### config.mk
export PLATFORM = sky130hd
export DESIGN_NAME = load_store_unit
export DESIGN_NICKNAME = d
export VERILOG_FILES = /design/src/rtl/lsu_pkg.sv /design/src/rtl/lsu_lane_align.sv /design/src/rtl/load_store_unit.sv
export SDC_FILE = /design/constraint.sdc
export NUM_CORES = 1
export LEC_CHECK = 0
export BUFFER_PORTS_ARGS = -buffer_cell sky130_fd_sc_hd__buf_4
export CORE_MARGIN = 2
export CORE_UTILIZATION = 35
export CTS_CLUSTER_DIAMETER = 50
export DETAILED_ROUTE_END_ITERATION = 6
export PLACE_DENSITY_LB_ADDON = 0.15
export SLEW_MARGIN = 25
export SYNTH_ARGS = -nofsm -noshare
export SYNTH_HDL_FRONTEND = slang
export SYNTH_HIERARCHICAL = 1
export SYNTH_SLANG_ARGS = --single-unit
### constraint.sdc
create_clock -name clk -period 4.5 [get_ports clk]
set_input_delay 0.225 -clock clk [delete_from_list [all_inputs] [get_ports clk]]
set_output_delay 0.225 -clock clk [all_outputs]
set_load 0.01 [all_outputs]
### src/rtl/lsu_pkg.sv
// Shared definitions for the load/store unit: funct3 encodings, FSM states,
// error codes and the request legality helpers.
package lsu_pkg;

  localparam logic [2:0] F3_B  = 3'b000;
  localparam logic [2:0] F3_H  = 3'b001;
  localparam logic [2:0] F3_W  = 3'b010;
  localparam logic [2:0] F3_BU = 3'b100;
  localparam logic [2:0] F3_HU = 3'b101;

  typedef enum logic [1:0] {
    IDLE = 2'b00,
    BUS  = 2'b01,
    DONE = 2'b10,
    ERR  = 2'b11
  } lsu_state_t;

  localparam logic [1:0] ERR_NONE     = 2'b00;
  localparam logic [1:0] ERR_MISALIGN = 2'b01;
  localparam logic [1:0] ERR_ILLEGAL  = 2'b10;
  localparam logic [1:0] ERR_TIMEOUT  = 2'b11;

  // Stores have no unsigned variants, so only B/H/W are legal for them.
  function automatic logic f3_legal(input logic we, input logic [2:0] f3);
    logic ok;
    ok = (f3 == F3_B) || (f3 == F3_H) || (f3 == F3_W);
    if (!we) begin
      ok = ok || (f3 == F3_BU) || (f3 == F3_HU);
    end
    return ok;
  endfunction

  function automatic logic is_misaligned(input logic [2:0] f3, input logic [1:0] addr_lo);
    logic mis;
    case (f3[1:0])
      2'b01:   mis = addr_lo[0];
      2'b10:   mis = (addr_lo != 2'b00);
      default: mis = 1'b0;
    endcase
    return mis;
  endfunction

endpackage

### src/rtl/lsu_lane_align.sv
// Combinational lane steering: store byte enables / data replication and
// load byte/half extraction with sign or zero extension.
module lsu_lane_align
  import lsu_pkg::*;
(
  input  logic [2:0]  funct3,
  input  logic [1:0]  addr_lo,
  input  logic [31:0] st_data,
  input  logic [31:0] ld_word,
  output logic [3:0]  be,
  output logic [31:0] st_lanes,
  output logic [31:0] ld_data
);

  logic [7:0]  ld_byte;
  logic [15:0] ld_half;

  always_comb begin
    case (addr_lo)
      2'b00:   ld_byte = ld_word[7:0];
      2'b01:   ld_byte = ld_word[15:8];
      2'b10:   ld_byte = ld_word[23:16];
      default: ld_byte = ld_word[31:24];
    endcase
    ld_half = addr_lo[1] ? ld_word[31:16] : ld_word[15:0];
  end

  // funct3[2] marks the unsigned load variants.
  always_comb begin
    be       = 4'b1111;
    st_lanes = st_data;
    ld_data  = ld_word;
    case (funct3[1:0])
      2'b00: begin
        be       = 4'b0001 << addr_lo;
        st_lanes = {4{st_data[7:0]}};
        ld_data  = funct3[2] ? {24'b0, ld_byte} : {{24{ld_byte[7]}}, ld_byte};
      end
      2'b01: begin
        be       = addr_lo[1] ? 4'b1100 : 4'b0011;
        st_lanes = {2{st_data[15:0]}};
        ld_data  = funct3[2] ? {16'b0, ld_half} : {{16{ld_half[15]}}, ld_half};
      end
      default: begin
        be       = 4'b1111;
        st_lanes = st_data;
        ld_data  = ld_word;
      end
    endcase
  end

endmodule

### src/rtl/load_store_unit.sv
// Load/store unit: accepts one access from the core, runs it on the req/ack
// data bus, and returns extended load data or an error report.
module load_store_unit
  import lsu_pkg::*;
#(
  parameter int TIMEOUT_CYC = 64,
  parameter int MEM_AW      = 32
) (
  input  logic              clk,
  input  logic              reset,
  input  logic              req_valid,
  output logic              req_ready,
  input  logic              req_we,
  input  logic [2:0]        req_funct3,
  input  logic [31:0]       req_addr,
  input  logic [31:0]       req_wdata,
  input  logic [4:0]        req_rd,
  output logic              mem_req,
  output logic              mem_we,
  output logic [MEM_AW-1:0] mem_addr,
  output logic [3:0]        mem_be,
  output logic [31:0]       mem_wdata,
  input  logic              mem_ack,
  input  logic [31:0]       mem_rdata,
  output logic              wb_valid,
  output logic [4:0]        wb_rd,
  output logic [31:0]       wb_data,
  output logic              done,
  output logic              err_valid,
  output logic [1:0]        err_code
);

  localparam int CW = $clog2(TIMEOUT_CYC + 1);

  lsu_state_t  state_q,    state_d;
  logic        we_q,       we_d;
  logic [2:0]  funct3_q,   funct3_d;
  logic [31:0] addr_q,     addr_d;
  logic [31:0] wdata_q,    wdata_d;
  logic [4:0]  rd_q,       rd_d;
  logic [CW-1:0] cnt_q,    cnt_d;
  logic [1:0]  err_code_q, err_code_d;
  logic [4:0]  wb_rd_q,    wb_rd_d;
  logic [31:0] wb_data_q,  wb_data_d;

  logic [3:0]  lane_be;
  logic [31:0] lane_wdata;
  logic [31:0] lane_ld;

  lsu_lane_align u_lane_align (
    .funct3   (funct3_q),
    .addr_lo  (addr_q[1:0]),
    .st_data  (wdata_q),
    .ld_word  (mem_rdata),
    .be       (lane_be),
    .st_lanes (lane_wdata),
    .ld_data  (lane_ld)
  );

  always_ff @(posedge clk or posedge reset) begin
    if (reset) begin
      state_q    <= IDLE;
      we_q       <= 1'b0;
      funct3_q   <= 3'b0;
      addr_q     <= 32'b0;
      wdata_q    <= 32'b0;
      rd_q       <= 5'b0;
      cnt_q      <= '0;
      err_code_q <= ERR_NONE;
      wb_rd_q    <= 5'b0;
      wb_data_q  <= 32'b0;
    end else begin
      state_q    <= state_d;
      we_q       <= we_d;
      funct3_q   <= funct3_d;
      addr_q     <= addr_d;
      wdata_q    <= wdata_d;
      rd_q       <= rd_d;
      cnt_q      <= cnt_d;
      err_code_q <= err_code_d;
      wb_rd_q    <= wb_rd_d;
      wb_data_q  <= wb_data_d;
    end
  end

  // Illegal funct3 takes priority over misalignment; an ack in the cycle the
  // timeout would expire still completes the access.
  always_comb begin
    state_d    = state_q;
    we_d       = we_q;
    funct3_d   = funct3_q;
    addr_d     = addr_q;
    wdata_d    = wdata_q;
    rd_d       = rd_q;
    cnt_d      = cnt_q;
    err_code_d = err_code_q;
    wb_rd_d    = wb_rd_q;
    wb_data_d  = wb_data_q;
    case (state_q)
      IDLE: begin
        if (req_valid) begin
          we_d     = req_we;
          funct3_d = req_funct3;
          addr_d   = req_addr;
          wdata_d  = req_wdata;
          rd_d     = req_rd;
          cnt_d    = '0;
          if (!f3_legal(req_we, req_funct3)) begin
            state_d    = ERR;
            err_code_d = ERR_ILLEGAL;
          end else if (is_misaligned(req_funct3, req_addr[1:0])) begin
            state_d    = ERR;
            err_code_d = ERR_MISALIGN;
          end else begin
            state_d = BUS;
          end
        end
      end
      BUS: begin
        if (mem_ack) begin
          state_d = DONE;
          if (!we_q && (rd_q != 5'd0)) begin
            wb_rd_d   = rd_q;
            wb_data_d = lane_ld;
          end
        end else begin
          cnt_d = cnt_q + CW'(1);
          if (cnt_q == CW'(TIMEOUT_CYC - 1)) begin
            state_d    = ERR;
            err_code_d = ERR_TIMEOUT;
          end
        end
      end
      DONE:    state_d = IDLE;
      ERR:     state_d = IDLE;
      default: state_d = IDLE;
    endcase
  end

  assign req_ready = (state_q == IDLE);
  assign mem_req   = (state_q == BUS);
  assign mem_we    = mem_req && we_q;
  assign mem_addr  = mem_req ? {addr_q[MEM_AW-1:2], 2'b00} : '0;
  assign mem_be    = mem_req ? lane_be : 4'b0;
  assign mem_wdata = mem_req ? lane_wdata : 32'b0;
  assign wb_valid  = (state_q == DONE) && !we_q && (rd_q != 5'd0);
  assign wb_rd     = wb_rd_q;
  assign wb_data   = wb_data_q;
  assign done      = (state_q == DONE) || (state_q == ERR);
  assign err_valid = (state_q == ERR);
  assign err_code  = (state_q == ERR) ? err_code_q : ERR_NONE;

endmodule

==> metrics.yaml <==
die-area_um2: 19590
grt_pass1_vias: 5857
wl_um: 18700
synth_edf_count: 0
crit_start: "funct3_q[1]"
firstDrtPassIters: 4
fmax_mhz: 369.2
synth_top_cell_by_area: "dfrtp_1"
ys.warnings.count: 6
holdCritPathClass: "in2reg"
endpoint_kind: "output port"
drtIter0Drc: 314
cts.sinks: 121
rr_worst_depth: 4
multi_input_area_um2: 3102
utilization_pct: 51.87
cp-endpoint: "mem_be[0]"
final.period_utilization_pct: 60.19
status: "complete, no violations"
final_cell_mix: "nand2_1, buf_4, dfrtp_1"
hold_violations: 0
tns_ns: 0
insertion_delay_ns: 0.41
cp.arrival_ns: 2.48
grtUsageTotal_pct: 19.43
worst-setup-path-type: "reg2out"
grt_max_degree: 72
startpoint_type: "flip-flop"
avgSynthCellArea_um2: 9.102
cts_root_buffer: "clkbuf_16"
h-tree-depth: 4
antenna_found_initial: 0
ys_seq_area_share_pct: 46.79
final_common_cell: "nand2_1"
slew_headroom_pct: 34.85
grt_overflow: 0
syn_inst: 711
rsz0062_at_grt: "no"
wl_per_cell_um: 15.68
synthTopCellsByArea: "dfrtp_1, nand2_1, and2_1"
fin_worst_skew_ns: 0.009975
grt_pass1_wl_um: 30500
ios: 222
rows: 49
setup_violations: 0
pre_cts_ws_ns: 2.049
post-route-drc-count: 0
die_w_um: 140.0
core_um2: 18020
cts_tree: "built"
numCtsBuffers: 17
flow.area_growth_from_synthesis_pct: 44.47
final_antenna_net_count: 0
cts_buffer_depth: 2
fillers: 1746
place.gp.congestion: 0.8182
async_flop_share_pct: 100.0
dp_hpwl_um: 12560
finish.instance_area_um2: 9349
cp.required_ns: 4.28
final_nets: 1066
ys.flop_type: "dfrtp_1"
cts.clk_slew.worst_paths_ns: 0.05
ys_ff_latch: 121
reg2reg_slack_ns: 2.03
worst_pin_slew_ns: 0.9772
num_vias: 5758
worst_slack_ns: 1.791
port_buffers: 219
cts_setup_buffers: 0
cts_resized: 0
hold_ws_ns: 0.01529
start_util_pct: 35.90
drive_gt1_share_pct: 29.56
synth_top_area_share_pct: 46.79
ctsHoldBuffers: 53
die-height_um: 140.0
ir_worst_vdd_v: 0.0003245
r2r-end: "wb_data[6]"
diodes: 0
p_leak_nw: 4.784
seqCellArea_um2: 3029
r2r_start: "funct3_q[1]"
max-cap-violations: 0
ys_types: 50
crit_path_max_fanout: 54
powerDensity_nw_per_um2: 657.8
vias_per_cell: 4.826
slew_violations: 0
min_period_ns: 2.709
synth_area_um2: 6471
placedInstanceArea_um2: 8153
==> cells by family (layout without fill, tap and decap cells) <==
logic type	Yosys count	after routing	share of synthesized area (%)
mux	72	72	12.66
simple gates	351	351	24.52
compound gates	91	91	9.455
flops	121	121	46.79
buf+inv	70	322	5.607
fa+ha+maj	4	4	0.7734
xor+xnor	1	1	0.1354
other cells	1	2	0.05795
==> final cells by class <==
type,instances,area share (%)
Tap cell,229,3.065
Inverter,15,0.6290
Clock buffer,23,5.327
Multi-Input combinational cell,521,33.18
Sequential cell,121,32.40
Timing Repair Buffer,277,23.66
Clock inverter,7,1.740
==> sequential cells by signal, indices dropped and copies added (netlist names) <==
name        count
state_q         2
err_code_q      2
we_q            1
funct3_q        3
wdata_q        32
addr_q         32
rd_q            5
cnt_q           7
wb_data        32
wb_rd           5
==> report_power, final <==
part / leakage, nW / switching (mW) / internal [mW]
registers: 1.51 / 0.454 / 1.58
logic: 2.95 / 1.31 / 1.28
clock network: 0.321 / 0.475 / 1.05
total: 4.78 / 2.24 / 3.91
==> worst max-delay path: stages, from the launching register on <==
cell     delay (ns)
dfrtp_2        1.00
inv_1          0.37
o21ai_1        0.38
and2_1         0.20
buf_4          0.12
==> per-stage QoR <==
step           total power, mW  instances
6_report                 6.150       1193
5_1_grt                  6.629       1193
4_1_cts                  6.209       1193
3_5_place_dp             4.621       1110
3_3_place_gp             4.594       1110
2_1_floorplan            3.664        712
==> synth_stat cells (6+ instances only) <==
| cell type | count |
|---|---|
| buf_4 | 16 |
| clkbuf_1 | 21 |
| inv_1 | 14 |
| nor2_1 | 17 |
| a221o_1 | 6 |
| nand2_1 | 236 |
| dfrtp_1 | 121 |
| mux2i_1 | 14 |
| nor2b_1 | 6 |
| a2bb2oi_1 | 10 |
| o211ai_1 | 8 |
| o21ai_0 | 15 |
| mux2_1 | 38 |
| a21oi_1 | 32 |
| buf_2 | 14 |
| and2_1 | 70 |
| mux2_2 | 18 |
==> metal layers <==
metal	part of all wire [%]	global-route usage, %
met5	0	0
met4	1.1	4.579
met3	5.8	5.162
met2	45	30.32
met1	48	27.14
==> how the worst min path moves through the flow <==
stage             startpoint     endpoint  slack, ns  cells past startpoint
2_1_floorplan    req_addr[0]    addr_q[0]       0.33                      2
3_3_place_gp           reset   addr_q[26]       0.40                      2
3_5_place_dp           reset   addr_q[26]       0.40                      2
4_1_cts        req_wdata[14]  wdata_q[14]     0.0001                      3
5_1_grt         req_addr[26]   addr_q[26]      0.001                      3
6_report        req_addr[26]   addr_q[26]       0.02                      3
Note: power is estimated with default switching activity, not from simulation.
